`src/rtl/multdiv_pkg.sv`:
```
// Shared types and constants for the iterative multiply/divide unit.
// The optional unsigned operations are enabled by the MULTDIV_UNSIGNED_EN macro.
package multdiv_pkg;

   typedef enum logic [1:0] {
      IDLE = 2'd0,
      RUN  = 2'd1,
      DONE = 2'd2
   } state_t;

   localparam logic [1:0] OP_MULT  = 2'b00;
   localparam logic [1:0] OP_DIV   = 2'b01;
   localparam logic [1:0] OP_MULTU = 2'b10;
   localparam logic [1:0] OP_DIVU  = 2'b11;

   localparam int ITER_DEFAULT = 32;

   function automatic int count_width(input int iter);
      return (iter > 1) ? $clog2(iter) : 1;
   endfunction

   localparam int COUNT_W = count_width(ITER_DEFAULT);

endpackage

```
`src/rtl/mdu_div_step.sv`:
```
// One restoring-division step: shift the next dividend bit into the partial
// remainder, trial-subtract the divisor, and keep the difference if it did not go negative.
module mdu_div_step
   import multdiv_pkg::*;
#(
   parameter int WIDTH = 32
) (
   input  logic [WIDTH-1:0] rem_in,
   input  logic             bit_in,
   input  logic [WIDTH-1:0] divisor,
   output logic [WIDTH-1:0] rem_out,
   output logic             q_bit
);

   logic [WIDTH:0] shifted;
   logic [WIDTH:0] trial;

   always_comb begin
      shifted = {rem_in, bit_in};
      trial   = shifted - {1'b0, divisor};
      q_bit   = ~trial[WIDTH];
      rem_out = q_bit ? trial[WIDTH-1:0] : shifted[WIDTH-1:0];
   end

endmodule

```
`src/rtl/mult_div_unit.sv`:
```
// Iterative MULT/DIV unit owning the HI/LO registers of the multicycle MIPS datapath.
// Define MULTDIV_UNSIGNED_EN to add MULTU/DIVU (op[1]=1); otherwise op[1] is ignored.
module mult_div_unit
   import multdiv_pkg::*;
#(
   parameter int WIDTH = 32,
   parameter int ITER  = WIDTH
) (
   input  logic             clock,
   input  logic             reset,
   input  logic             start,
   input  logic [1:0]       op,
   input  logic [WIDTH-1:0] a_in,
   input  logic [WIDTH-1:0] b_in,
   output logic             busy,
   output logic             done,
   output logic             div_zero,
   output logic [WIDTH-1:0] hi,
   output logic [WIDTH-1:0] lo
);

   localparam int CW = count_width(ITER);

   state_t            state, next_state;
   logic [CW-1:0]     count;
   // {upper partial (WIDTH+1), lower word}: Booth product, or {0, remainder, quotient} for DIV
   logic [2*WIDTH:0]  acc, acc_next;
   logic              booth_prev, booth_prev_next;
   logic [WIDTH:0]    opnd;
   logic              is_div, neg_quo, neg_rem;
   logic [WIDTH:0]    upper;
   logic [WIDTH-1:0]  rem_out;
   logic              q_bit;
   logic [WIDTH-1:0]  result_hi, result_lo;

   logic              start_signed, start_is_div, start_div_zero, a_neg, b_neg;
   logic [WIDTH-1:0]  a_mag, b_mag;

`ifdef MULTDIV_UNSIGNED_EN
   logic run_signed;

   assign start_signed = ~op[1];

   always_ff @(posedge clock) begin
      if (reset)
         run_signed <= 1'b1;
      else if (state == IDLE && start)
         run_signed <= start_signed;
   end
`else
   logic unused_op;

   assign start_signed = 1'b1;
   assign unused_op    = op[1];
`endif

   assign start_is_div   = (op[0] == OP_DIV[0]);
   assign start_div_zero = start_is_div && (b_in == '0);
   assign a_neg          = start_signed & a_in[WIDTH-1];
   assign b_neg          = start_signed & b_in[WIDTH-1];
   assign a_mag          = a_neg ? -a_in : a_in;
   assign b_mag          = b_neg ? -b_in : b_in;

   assign busy = (state != IDLE);
   assign done = (state == DONE);

   mdu_div_step #(.WIDTH(WIDTH)) u_div_step (
      .rem_in  (acc[2*WIDTH-1:WIDTH]),
      .bit_in  (acc[WIDTH-1]),
      .divisor (opnd[WIDTH-1:0]),
      .rem_out (rem_out),
      .q_bit   (q_bit)
   );

   always_comb begin
      next_state = state;
      case (state)
         IDLE: if (start) next_state = start_div_zero ? DONE : RUN;
         RUN:  if (count == CW'(ITER - 1)) next_state = DONE;
         DONE: next_state = IDLE;
         default: next_state = IDLE;
      endcase
   end

   // One iteration of whichever algorithm is running; the last one feeds HI/LO directly.
   always_comb begin
      acc_next        = acc;
      booth_prev_next = booth_prev;
      upper           = acc[2*WIDTH:WIDTH];
      if (is_div) begin
         acc_next = {1'b0, rem_out, acc[WIDTH-2:0], q_bit};
      end
`ifdef MULTDIV_UNSIGNED_EN
      else if (!run_signed) begin
         if (acc[0]) upper = upper + opnd;
         acc_next = {1'b0, upper, acc[WIDTH-1:1]};
      end
`endif
      else begin
         case ({acc[0], booth_prev})
            2'b01:   upper = upper + opnd;
            2'b10:   upper = upper - opnd;
            default: upper = acc[2*WIDTH:WIDTH];
         endcase
         booth_prev_next = acc[0];
         acc_next        = {upper[WIDTH], upper, acc[WIDTH-1:1]};
      end
   end

   always_comb begin
      if (is_div) begin
         result_lo = neg_quo ? -acc_next[WIDTH-1:0] : acc_next[WIDTH-1:0];
         result_hi = neg_rem ? -acc_next[2*WIDTH-1:WIDTH] : acc_next[2*WIDTH-1:WIDTH];
      end else begin
         result_lo = acc_next[WIDTH-1:0];
         result_hi = acc_next[2*WIDTH-1:WIDTH];
      end
   end

   always_ff @(posedge clock) begin
      if (reset) begin
         state      <= IDLE;
         count      <= '0;
         hi         <= '0;
         lo         <= '0;
         div_zero   <= 1'b0;
         acc        <= '0;
         booth_prev <= 1'b0;
         opnd       <= '0;
         is_div     <= 1'b0;
         neg_quo    <= 1'b0;
         neg_rem    <= 1'b0;
      end else begin
         state <= next_state;
         case (state)
            IDLE: begin
               if (start) begin
                  count      <= '0;
                  div_zero   <= start_div_zero;
                  is_div     <= start_is_div;
                  booth_prev <= 1'b0;
                  neg_quo    <= a_neg ^ b_neg;
                  neg_rem    <= a_neg;
                  if (start_is_div) begin
                     acc  <= {{(WIDTH+1){1'b0}}, a_mag};
                     opnd <= {1'b0, b_mag};
                  end else begin
                     acc  <= {{(WIDTH+1){1'b0}}, b_in};
                     opnd <= {a_neg, a_in};
                  end
               end
            end
            RUN: begin
               acc        <= acc_next;
               booth_prev <= booth_prev_next;
               count      <= count + CW'(1);
               if (next_state == DONE) begin
                  hi <= result_hi;
                  lo <= result_lo;
               end
            end
            default: begin
            end
         endcase
      end
   end

endmodule
```
`config.mk`:
```
export PLATFORM = sky130hd
export DESIGN_NAME = mult_div_unit
export DESIGN_NICKNAME = d
export VERILOG_FILES = /design/src/rtl/multdiv_pkg.sv /design/src/rtl/mdu_div_step.sv /design/src/rtl/mult_div_unit.sv
export SDC_FILE = /design/constraint.sdc
export NUM_CORES = 1
export LEC_CHECK = 0
export BUFFER_PORTS_ARGS = -buffer_cell sky130_fd_sc_hd__buf_2
export CAP_MARGIN = 20
export CORE_UTILIZATION = 47
export DETAILED_ROUTE_END_ITERATION = 10
export HOLD_SLACK_MARGIN = 0.15
export PLACE_DENSITY = 0.69
export SYNTH_ARGS = -nofsm -noshare
export SYNTH_HDL_FRONTEND = slang
export SYNTH_SLANG_ARGS = --single-unit
```
`constraint.sdc`:
```
create_clock -name clock -period 5.8 [get_ports clock]
set_input_delay 0 -clock clock [delete_from_list [all_inputs] [get_ports clock]]
set_output_delay 0 -clock clock [all_outputs]
set_load 0.01 [all_outputs]
```
Word-level counts from Yosys, hierarchy flattened --
Index checks and enable logic that the tools add are counted.
Cells by class: $add $sub $neg 8, equality and inequality tests 8, multiplexer cells 22, bitwise operators 2, reduce and logical (&&, ||, !) cells 9
Operators with widths (count):
- $mux W32 | 8
- $mux W65 | 2
- $pmux W65 S2 | 1
- $neg A32 Y32 | 4
- $pmux W33 S2 | 1
- $add A33 B33 Y33 | 1
- $mux W33 | 1
- $sub A33 B32 Y33 | 1
- $sub A33 B33 Y33 | 1
- $logic_not A32 Y1 | 1
- $pmux W5 S2 | 1
- $eq A2 B2 Y1 const B | 3
- $mux W2 | 3
- $reduce_and A2 Y1 | 3
- $add A5 B1 Y5 const B | 1
- $eq A5 B5 Y1 const B | 1
- $mux W5 | 1
- $eq A2 B1 Y1 const B | 2
- $ne A2 B2 Y1 const B | 2
- $pmux W2 S2 | 1
- $reduce_bool A2 Y1 | 2
- $reduce_and A3 Y1 | 1
- $logic_not A2 Y1 | 1
- $mux W1 | 2
- other kinds (4) | 4
Word-level totals: flip-flop bits (word level) 174, bits of input ports 69, output and inout port bits 67, word-level logic and storage cells 60

Depth between registers and ports, before layout --
Gate-level depths: netlist of run 1.
depth in word-level cells 7, depth in mapped cells 24, mapped depth without buffers 22

Hierarchy --
A second synthesis of run 1 with hierarchy kept.
Unflattened totals: cells, all modules 2214, area total of the unflattened synthesis 16140.5 um^2
Modules (own cells, without submodules):
- mult_div_unit | instances 1, cells an instance 1906, area an instance 13823.3 um^2
- mdu_div_step | instances 1, cells an instance 308, area an instance 2317.2 um^2

Worst setup path after synthesis of run 1 --
Ideal clock, no wire load.
path kind register to register, start register opnd[2], end register hi[23], library setup time 117 ps, data arrival time 5106 ps, data required time 5683 ps, slack 577 ps, cell stages (with the launch flop) 21, path buffers 0, period minus slack after synthesis 5223 ps, path through dfxtp_1 -> nor3_1 -> nand2_1 -> nor3b_1 -> nand2_1 -> nor2_1 -> a21oi_1 -> xnor2_1 -> ha_1 -> nand2_1 -> or4_1 -> a211o_1 -> nand2_1 -> o21ai_0 -> a31oi_1 -> o2111ai_1 -> nor4_2 -> nand3b_2 -> o21ai_0 -> mux2_2 -> a32o_1
On the way: word-level cells in the longest chain between the ends 6, elaborated cells between the ends (all ways) 9, classes of those cells add/sub: 4; mux: 5
RTL lines:
- from (decl) | RTL line mult_div_unit.sv:29 | logic [WIDTH:0] opnd;
- from (signal assigned) | RTL line mult_div_unit.sv:146 | opnd <= {1'b0, b_mag};
- from (signal assigned) | RTL line mult_div_unit.sv:149 | opnd <= {a_neg, a_in};
- $sub A33 B33 Y33 (tied with other cells) | RTL line mult_div_unit.sv:102 | 2'b10: upper = upper - opnd;
- $pmux W33 S2 / $mux W32 (equally long branches) | RTL line mult_div_unit.sv:100, mdu_div_step.sv:22
- $mux W65 * | RTL line mult_div_unit.sv:90 | if (is_div) begin
- $neg A32 Y32 | RTL line mult_div_unit.sv:113 | result_hi = neg_rem ? -acc_next[2*WIDTH-1:WIDTH] : acc_next[2*WIDTH-1:WIDTH];
- $mux W32 | RTL line mult_div_unit.sv:113
- $mux W32 * | RTL line mult_div_unit.sv:111 | if (is_div) begin
- to (signal assigned) | RTL line mult_div_unit.sv:158 | hi <= result_hi;
- to (decl) | RTL line mult_div_unit.sv:18 | output logic [WIDTH-1:0] hi,
Mark *: on every way between the ends. The rest lies on a longest branch, timed or not. A chain may end at the register's enable or synchronous reset.

Worst setup path in the final report of run 1 --
start register opnd[17], end register lo[26]
On the way: word-level cells in the longest chain between the ends 6
RTL lines:
- $sub A33 B32 Y33 | RTL line mdu_div_step.sv:20 | trial = shifted - {1'b0, divisor};
- $not A1 Y1 | RTL line mdu_div_step.sv:21 | q_bit = ~trial[WIDTH];
- $mux W65 | RTL line mult_div_unit.sv:90
- $neg A32 Y32 | RTL line mult_div_unit.sv:112 | result_lo = neg_quo ? -acc_next[WIDTH-1:0] : acc_next[WIDTH-1:0];
- $mux W32 | RTL line mult_div_unit.sv:112
- $mux W32 | RTL line mult_div_unit.sv:111
- to (signal assigned) | RTL line mult_div_unit.sv:159 | lo <= result_lo;
- to (decl) | RTL line mult_div_unit.sv:19 | output logic [WIDTH-1:0] lo
No other way between the ends.

==> flow_summary.ini, run 1 <==
[placed_design]
gp_congestion = 1.07
post-place-ws_ns = 0.254
post-dp-hpwl_mm = 46.2
io_buffer_count = 134
place_inst = 2720

[global_route]
grt_use_total = 0.350
grt_pass1_vias = 16800
grt_pass1_wl_mm = 92.5
grt_max_degree = 94
antenna_found_initial = 0
grt_overflow_total = 0

[final_layout]
fin_nets = 2509
syn2layout_area_growth_pct = 16.6
antenna_cells = 0
drive_gt1_frac = 0.129
finalNonFillerCells = 2827

[floorplan]
die_y_um = 186
initial_core_util = 0.477
die_w_um = 186
die-area_um2 = 34700
core_um2 = 33400
io_pins = 136
rows = 67

[yosys]
synth_edf_count = 0
syn_area_um2 = 16000
synth_top_family_by_area = compound AO/OA/AOI/OAI gates
synth_cells = 2211
yosys.area.top_type = dfxtp_1
synth_top_area_frac = 0.218
synth_cell_types = 91
yosys-top-cells-area = dfxtp_1 (22%), a21oi_1 (7.3%), nor2_1 (6.7%)
synth-seq-area-share = 0.218
yosys_warnings = 0
synth_xor_area_frac = 0.0928
synth-simple-area-share = 0.232
synth_common_cells = nor2_1 (285), a21oi_1 (233), nand2_1 (224)
post-synth-top-count-cell = nor2_1
yosys.area_share.adder = 0.0590
synth_nets = 2354
postSynth.asyncResetShare = 0
yosys_register_bits = 174
synth-compound-area-share = 0.310
avgSynthCellArea_um2 = 7.21
ys.flop_type = dfxtp_1
yosys-mux-area-fraction = 0.0372

[setup_path]
start_kind = flip-flop
crit_type = flip-flop to flip-flop
worst_ep_arrival_time_ns = 5.81
rr_worst_depth = 19
r2r_start = opnd[17]
rrSetupSlack_ns = 0.35
cp.required_ns = 6.16
cp-end-kind = flip-flop
r2r_end = lo[26]
crit_fanout = 5

[timing]
period_needed_ns = 5.45
period_share = 0.939
rsz0062_at_grt = no
tns_ns = 0
final_hold_viol_count = 0
fmax_ghz = 0.184
tightest_slew_ns = 1.04
slew_headroom = 0.300
clock_skew_ns = 0.0250
drv_slew = 0
finalSetupViolations = 0
fin_ws_ns = 0.352

[clocking]
clk_latency_ns = 0.47
clk_pin_slew_worst_paths_ns = 0.08
root_buffer = clkbuf_16
clockBufferDepth = 2
numCtsBuffers = 17
cts_max_level = 4
cts_tree = built
numClockSinks = 174

[detailed_routing]
firstDrtPassIters = 7
drt-initial-drc-count = 1700
routed_wl_mm = 60.8
num_vias = 17800
viasPerCell = 6.29
wl_per_cell_um = 21.5
drc = 0
ant_nets = 0

[pwr]
leakagePower_nw = 7.33
p_per_area_nw_per_um2 = 245
peakVddDrop_v = 0.000226

[flow_run]
cap_violations = 0

[outcome]
status = completed

[hold_path]
hold_path_depth = 5
hp-class = primary input to flip-flop
hold_path_end = opnd[8]
min_from = b_in[8]
==> area by class of cell <==
| class | count | area, um2 |
|---|---|---|
| Fill cell | 3283 | 14900 |
| Clock inverter | 14 | 215 |
| Sequential cell | 174 | 3490 |
| Clock buffer | 18 | 429 |
| Tap cell | 448 | 561 |
| Inverter | 72 | 270 |
| Timing Repair Buffer | 277 | 1930 |
| Multi-Input combinational cell | 1824 | 11700 |
==> critical path, stage by stage (launching register included) <==
cell      delay, ns
dfxtp_1        0.52
inv_1          0.08
ha_1           0.34
a21oi_1        0.28
o21ai_0        0.14
a211oi_1       0.58
o21ai_1        0.38
nor3_4         0.25
nor2_2         0.10
mux2i_1        0.27
ha_1           0.22
nand2_1        0.10
nor3_1         0.25
nand3_1        0.18
nor2_1         0.29
nand2_1        0.11
o31ai_1        0.35
o21ai_0        0.24
or3_1          0.39
a311oi_1       0.27
==> power breakdown <==
group / switching, mW / total (mW) / internal, mW
Combinational: 1.23 / 1.94 / 0.714
Sequential: 0.0827 / 1.32 / 1.24
Clock: 0.578 / 1.28 / 0.703
Total: 1.89 / 4.55 / 2.66
==> worst max path at each step <==
stage,to,cells after the start,start,slack [ns]
after global routing,hi[28],22,opnd[2],0.05
final,lo[26],19,opnd[17],0.35
after CTS,hi[28],22,opnd[2],0.22
after detailed placement,hi[30],20,opnd[2],0.25
after floorplan,hi[23],20,opnd[2],0.58
after global placement,hi[30],19,opnd[2],0.29
==> state kept, by name, indices dropped and copies added, names as in the netlist <==
name        count
booth_prev      1
hi             32
acc            65
div_zero        1
neg_rem         1
state           2
neg_quo         1
count           5
is_div          1
opnd           33
lo             32
==> per-stage QoR <==
stage                     power (mW)  utilization  area (um2)  hold slack [ns]
after floorplan                 2.57            -       16000            0.201
after global placement          3.16        0.514       17200            0.331
after detailed placement        3.18        0.514       17200            0.350
after CTS                       4.50        0.555       18600            0.157
after global routing            4.75        0.556       18600            0.219
final                           4.55        0.556       18600            0.163
==> layer usage <==
metal  GRT usage  up-vias  part of all wire
li1            -     8463                 -
met3      0.0461      213             0.055
met4       0.279        0             0.083
met5           0        -                 0
met2       0.586      770              0.47
met1       0.402     8332              0.39
==> layout by cell type (no fill, tap or decap), drive strengths merged, types with 22 or more instances in the layout <==
cell	netlist	final
xor2	79	79
a21o	22	22
nor2	287	287
ha	72	72
inv	72	79
o211ai	24	24
nand2	225	225
dfxtp	174	174
a31oi	33	33
a211oi	68	68
mux2i	30	30
nand3	38	38
or3	25	25
a21oi	233	233
xnor2	90	90
buf	22	203
nor3	54	54
nand4	24	24
o31ai	34	34
o21ai	108	108
dlygate4sd3	0	74
a22oi	27	27
mux2	26	26
==> kinds of logic (layout without fill, tap and decap cells) <==
| group | count (synthesis) | after routing |
|---|---|---|
| XOR/XNOR | 169 | 169 |
| AND/OR/NAND/NOR | 791 | 791 |
| AO/OA/AOI/OAI | 734 | 734 |
| flip-flops | 174 | 174 |
| buffers and inverters | 213 | 381 |
| multiplexers | 56 | 56 |
| adder cells (fa/ha/maj) | 74 | 74 |
==> repair_timing <==
action	in CTS	in global routing
gates resized for setup	0	4
buffers inserted	0	1
hold endpoints to repair	94	0
hold buffers	74	0
setup endpoints to repair	0	15
No activity file was read; power rests on OpenSTA's default activity.
==> run 2, diff against run 1 <==
--- a/config.mk
+++ b/config.mk
@@ -5,12 +5,14 @@
 export SDC_FILE = /design/constraint.sdc
 export NUM_CORES = 1
 export LEC_CHECK = 0
-export BUFFER_PORTS_ARGS = -buffer_cell sky130_fd_sc_hd__buf_2
 export CAP_MARGIN = 20
 export CORE_UTILIZATION = 47
 export DETAILED_ROUTE_END_ITERATION = 10
+export DONT_BUFFER_PORTS = 1
+export GPL_TIMING_DRIVEN = 0
 export HOLD_SLACK_MARGIN = 0.15
-export PLACE_DENSITY = 0.69
+export PLACE_DENSITY = 0.66
 export SYNTH_ARGS = -nofsm -noshare
 export SYNTH_HDL_FRONTEND = slang
+export SYNTH_HIERARCHICAL = 1
 export SYNTH_SLANG_ARGS = --single-unit
==> run 2 against run 1 <==
Net effect: count of clock-buffer cells in the layout unchanged; sequential share of layout area grew 0.16 points; area after synthesis grew 1.2%; clock power is 6% lower; fmax shrank 4.0%; register-to-register slack worse by 0.23 ns; sequential power about the same; utilization increased by 0.66 points; synthesized cell count is 0.14% higher.
==> flow_summary.ini, run 2 <==
[floorplan]
core_um2 = 33700
die_w_um = 187
io_pins = 136
die_y_um = 187
initial_core_util = 0.479
rows = 67
die-area_um2 = 35100

[detailed_routing]
routed_wl_mm = 65.8
wl_per_cell_um = 23.4
drt-initial-drc-count = 1874
ant_nets = 0
viasPerCell = 6.42
num_vias = 18100
drc = 0
firstDrtPassIters = 8

[yosys]
synth_edf_count = 0
postSynth.asyncResetShare = 0
synth_nets = 2357
ys.flop_type = dfxtp_1
synth_top_area_frac = 0.216
synth_common_cells = nor2_1 (316), a21oi_1 (245), nand2_1 (203)
yosys-top-cells-area = dfxtp_1 (22%), a21oi_1 (7.6%), nor2_1 (7.3%)
syn_area_um2 = 16100
yosys_register_bits = 174
synth-seq-area-share = 0.216
synth_cells = 2214
yosys_warnings = 6
post-synth-top-count-cell = nor2_1
avgSynthCellArea_um2 = 7.29
synth_cell_types = 91
yosys.area.top_type = dfxtp_1

[hold_path]
hp-class = primary input to flip-flop

[setup_path]
worst_ep_arrival_time_ns = 6.02
cp-end-kind = flip-flop
crit_type = flip-flop to flip-flop
crit_fanout = 4
cp.required_ns = 6.15
start_kind = flip-flop

[final_layout]
syn2layout_area_growth_pct = 17.4
largest_reg_flops = 65
antenna_cells = 0
largest_register = acc
seq_area_um2 = 3580
final_design_area_no_fill_um2 = 19000
fin_nets = 2496
finalNonFillerCells = 2814
layout_commonest_cell = nor2_1
nFillCells = 3252
reg.largest.list = acc (65), opnd (33)
final_cell_mix = nor2_1 (316), a21oi_1 (238), nand2_1 (201), dfxtp_1 (131), clkbuf_1 (113)
drive_gt1_frac = 0.115
multi_input_area_um2 = 12100

[timing]
final_hold_viol_count = 0
clock_skew_ns = 0.0151
period_share = 0.979
drv_slew = 0
finalSetupViolations = 0
tightest_slew_ns = 1.15
period_needed_ns = 5.68
slew_headroom = 0.227
fmax_ghz = 0.176

[outcome]
status = completed

[clocking]
clockBufferDepth = 2
numClockSinks = 174
clk_latency_ns = 0.47
cts_tree = built
cts_max_level = 4
root_buffer = clkbuf_16
clk_pin_slew_worst_paths_ns = 0.08
numCtsBuffers = 17

[global_route]
antenna_found_initial = 1
grt_pass1_wl_mm = 99.6
grt_overflow_total = 0
grt_max_degree = 20
grt_pass1_vias = 17600
grt_use_total = 0.368

[flow_run]
cap_violations = 0

[placed_design]
place_area_um2 = 16700
place_inst = 2662
gp_congestion = 1.01
io_buffer_count = 0
post-dp-hpwl_mm = 51.4

[pwr]
peakVddDrop_v = 0.000255
p_per_area_nw_per_um2 = 247
finalPower_mw = 4.68
leakagePower_nw = 7.25
run 2: cell count changes in the layout (fill, tap and decap cells not counted), moves of 24 or more:
cell | before | now
clkbuf_1 | 1 | 113
mux2_4 | 0 | 26
dfxtp_2 | 0 | 24
dlygate4sd3_1 | 74 | 98
buf_2 | 133 | 14
nor2_1 | 285 | 316
dfxtp_1 | 173 | 131
buf_4 | 70 | 23
run 2: cell families after synthesis:
group,after synthesis,synth area share
simple gates,809,0.238
compound gates,675,0.274
buf+inv,221,0.0554
xor+xnor,184,0.100
flops,174,0.216
mux,77,0.0578
fa+ha+maj,74,0.0583
run 2: timing repair:
item,4_1_cts,5_1_grt
resized for setup,39,104
setup buffers,8,15
endpoints found under the setup margin,34,28
hold buffers,98,0
hold endpoints to repair,67,0
cloned,0,1
pin swaps,9,22
run 2: critical path, stage by stage, from the launching register on:
cell      delay (ns)
dfxtp_4         0.36
inv_2           0.06
ha_4            0.13
fa_2            0.23
nor2b_4         0.06
o31ai_4         0.22
a211o_1         0.23
nand4_1         0.16
a41o_1          0.32
a311oi_4        0.37
xor2_4          0.31
buf_6           0.19
buf_4           0.17
o21ai_0         0.11
o21a_2          0.26
inv_2           0.08
ha_2            0.17
inv_1           0.06
or4_4           0.54
or4_4           0.58
o41ai_4         0.37
xor2_1          0.17
nand2_1         0.11
a32o_1          0.28
run 2: metrics by stage:
step / util / setup WS, ns / hold WS (ns) / TNS [ns]
4_1_cts: 0.548 / 0.00611 / 0.151 / 0
5_1_grt: 0.563 / -0.0577 / 0.154 / -0.0945
3_5_place_dp: 0.496 / -0.737 / 0.259 / -14.77
3_3_place_gp: 0.496 / -0.763 / 0.248 / -13.32
2_1_floorplan: - / 0.507 / 0.201 / 0
6_report: 0.563 / 0.124 / 0.155 / 0
run 2: power by group:
part           internal, mW  leakage [nW]  switching (mW)
Clock                 0.628         0.294           0.574
Combinational         0.847          5.52            1.29
Sequential             1.24          1.44          0.0925
run 2: path summary, 6_finish.rpt:
path / start / end / slack [ns] / cells past startpoint
max: acc[31] / hi[20] / 0.12 / 23
min: a_in[17] / acc[17] / 0.16 / 4
max reg2reg: acc[31] / hi[20] / 0.12 / 23
min reg2reg: lo[26] / lo[26] / 0.50 / 2
run 2: layer usage:
layer	GRT usage	share of wire
met2	0.602	0.45
met4	0.282	0.085
met5	0	0
met3	0.0520	0.075
met1	0.435	0.39
run 2: layout make-up:
cell class                 count  share of cell area
multi-input combinational   1819               0.639
timing repair buffer         123              0.0628
sequential                   174               0.189
clock inverter                14             0.00904
tap                          448              0.0296
buffer                       148              0.0335
clock buffer                  18              0.0232
inverter                      70              0.0140
==> run 3, diff against run 2 <==
--- a/config.mk
+++ b/config.mk
@@ -6,6 +6,7 @@
 export NUM_CORES = 1
 export LEC_CHECK = 0
 export CAP_MARGIN = 20
+export CORE_ASPECT_RATIO = 1.1
 export CORE_UTILIZATION = 47
 export DETAILED_ROUTE_END_ITERATION = 10
 export DONT_BUFFER_PORTS = 1
==> run 3 against run 2 <==
Net effect: critical endpoint is now hi[22]; routed wire length rose by 2.0%; non-clock buffer count rose by 20; via count fell by 0.28%.
==> flow_summary.ini, run 3 (synthesis results as in run 2) <==
[outcome]
status = completed

[setup_path]
start_kind = flip-flop
cp-end-kind = flip-flop
cp.required_ns = 6.17
crit_type = flip-flop to flip-flop
crit_fanout = 6
worst_ep_arrival_time_ns = 6.06

[global_route]
grt_pass1_vias = 17300
grt_use_total = 0.381
grt_max_degree = 20
grt_pass1_wl_mm = 101
antenna_found_initial = 0
grt_overflow_total = 0

[detailed_routing]
ant_nets = 0
num_vias = 18000
viasPerCell = 6.39
wl_per_cell_um = 23.8
firstDrtPassIters = 6
drc = 0
drt-initial-drc-count = 1558
routed_wl_mm = 67.0

[clocking]
clk_pin_slew_worst_paths_ns = 0.08
root_buffer = clkbuf_16
clk_latency_ns = 0.47
cts_max_level = 4
numClockSinks = 174
cts_tree = built
clockBufferDepth = 2
numCtsBuffers = 17

[floorplan]
rows = 70
die_y_um = 196
die-area_um2 = 35100
core_um2 = 33500
die_w_um = 179
io_pins = 136
initial_core_util = 0.481

[placed_design]
post-dp-hpwl_mm = 52.6
gp_congestion = 0.995
post-place-ws_ns = -0.879
place_inst = 2647
place_area_um2 = 16700
io_buffer_count = 0

[timing]
fmax_ghz = 0.176
finalSetupViolations = 0
clock_skew_ns = 0.0220
slew_headroom = 0.238
drv_slew = 0
final_hold_viol_count = 0
fin_ws_ns = 0.108
period_needed_ns = 5.69
rsz0062_at_grt = yes
tightest_slew_ns = 1.13
holdWs_ns = 0.163
period_share = 0.981

[hold_path]
hp-class = primary input to flip-flop

[final_layout]
reg.largest.list = acc (65), opnd (33)
antenna_cells = 0
largest_register = acc
fin_nets = 2516
final_design_area_no_fill_um2 = 19100
largest_reg_flops = 65
layout_commonest_cell = nor2_1
final_cell_mix = nor2_1 (316), a21oi_1 (236), nand2_1 (201), dfxtp_1 (138), clkbuf_1 (114)
finalNonFillerCells = 2818
syn2layout_area_growth_pct = 18.2
drive_gt1_frac = 0.119

[pwr]
leakagePower_nw = 7.36
p_per_area_nw_per_um2 = 250
finalPower_mw = 4.77
peakVddDrop_v = 0.000201

[flow_run]
cap_violations = 0
-- run 3: layer usage --
layer,global-route usage,vias up,wire length (um)
met5,0,-,0
met4,0.306,0,5910
li1,-,8347,-
met3,0.0644,236,4160
met1,0.422,8609,25400
met2,0.640,828,31500
-- run 3: what timing repair did --
action | in CTS | in global routing
pin swaps | 11 | 31
endpoints found under the hold margin | 70 | 2
buffers inserted | 28 | 14
resized for setup | 40 | 97
setup endpoints to repair | 35 | 31
hold buffers | 99 | 2
-- run 3: final timing paths --
| check | startpoint | depth (start not counted) | slack, ns | end |
|---|---|---|---|---|
| setup reg to reg | acc[43] | 22 | 0.11 | hi[22] |
| hold / removal | b_in[1] | 4 | 0.16 | acc[1] |
| hold reg to reg | hi[24] | 2 | 0.50 | hi[24] |
| setup / recovery | acc[43] | 22 | 0.11 | hi[22] |
-- run 3: cell type report --
cell class | count | area, um2
fill | 3269 | 14500
tap | 432 | 541
inverter | 70 | 268
buffer | 148 | 629
sequential | 174 | 3550
timing repair buffer | 143 | 1350
clock inverter | 15 | 171
clock buffer | 17 | 425
multi-input combinational | 1819 | 12100
-- run 3: worst max-delay path: stages (launching register included) --
cell      delay [ns]
dfxtp_1         0.53
ha_1            0.36
nand4_1         0.14
nor2_1          0.07
a31oi_2         0.25
nand4_1         0.18
a41o_1          0.32
a311oi_4        0.37
xor2_4          0.30
inv_4           0.09
buf_8           0.15
buf_6           0.13
mux2_4          0.34
inv_2           0.06
a21oi_2         0.04
or3_4           0.41
or3b_4          0.39
or4_4           0.54
nor3_4          0.16
buf_6           0.13
a21oi_4         0.05
mux2_4          0.31
a32o_1          0.25
-- run 3: per-stage QoR --
stage / TNS [ns] / utilization
after floorplan: 0 / -
after CTS: 0 / 0.555
after global placement: -14.02 / 0.497
final: 0 / 0.569
after detailed placement: -16.10 / 0.498
after global routing: -0.472 / 0.569
-- run 3: power by group --
| part | total [mW] | switching [mW] | internal (mW) |
|---|---|---|---|
| clock | 1.17 | 0.591 | 0.577 |
| sequential | 1.34 | 0.0922 | 1.24 |
| combinational | 2.27 | 1.34 | 0.927 |
| total | 4.77 | 2.03 | 2.75 |
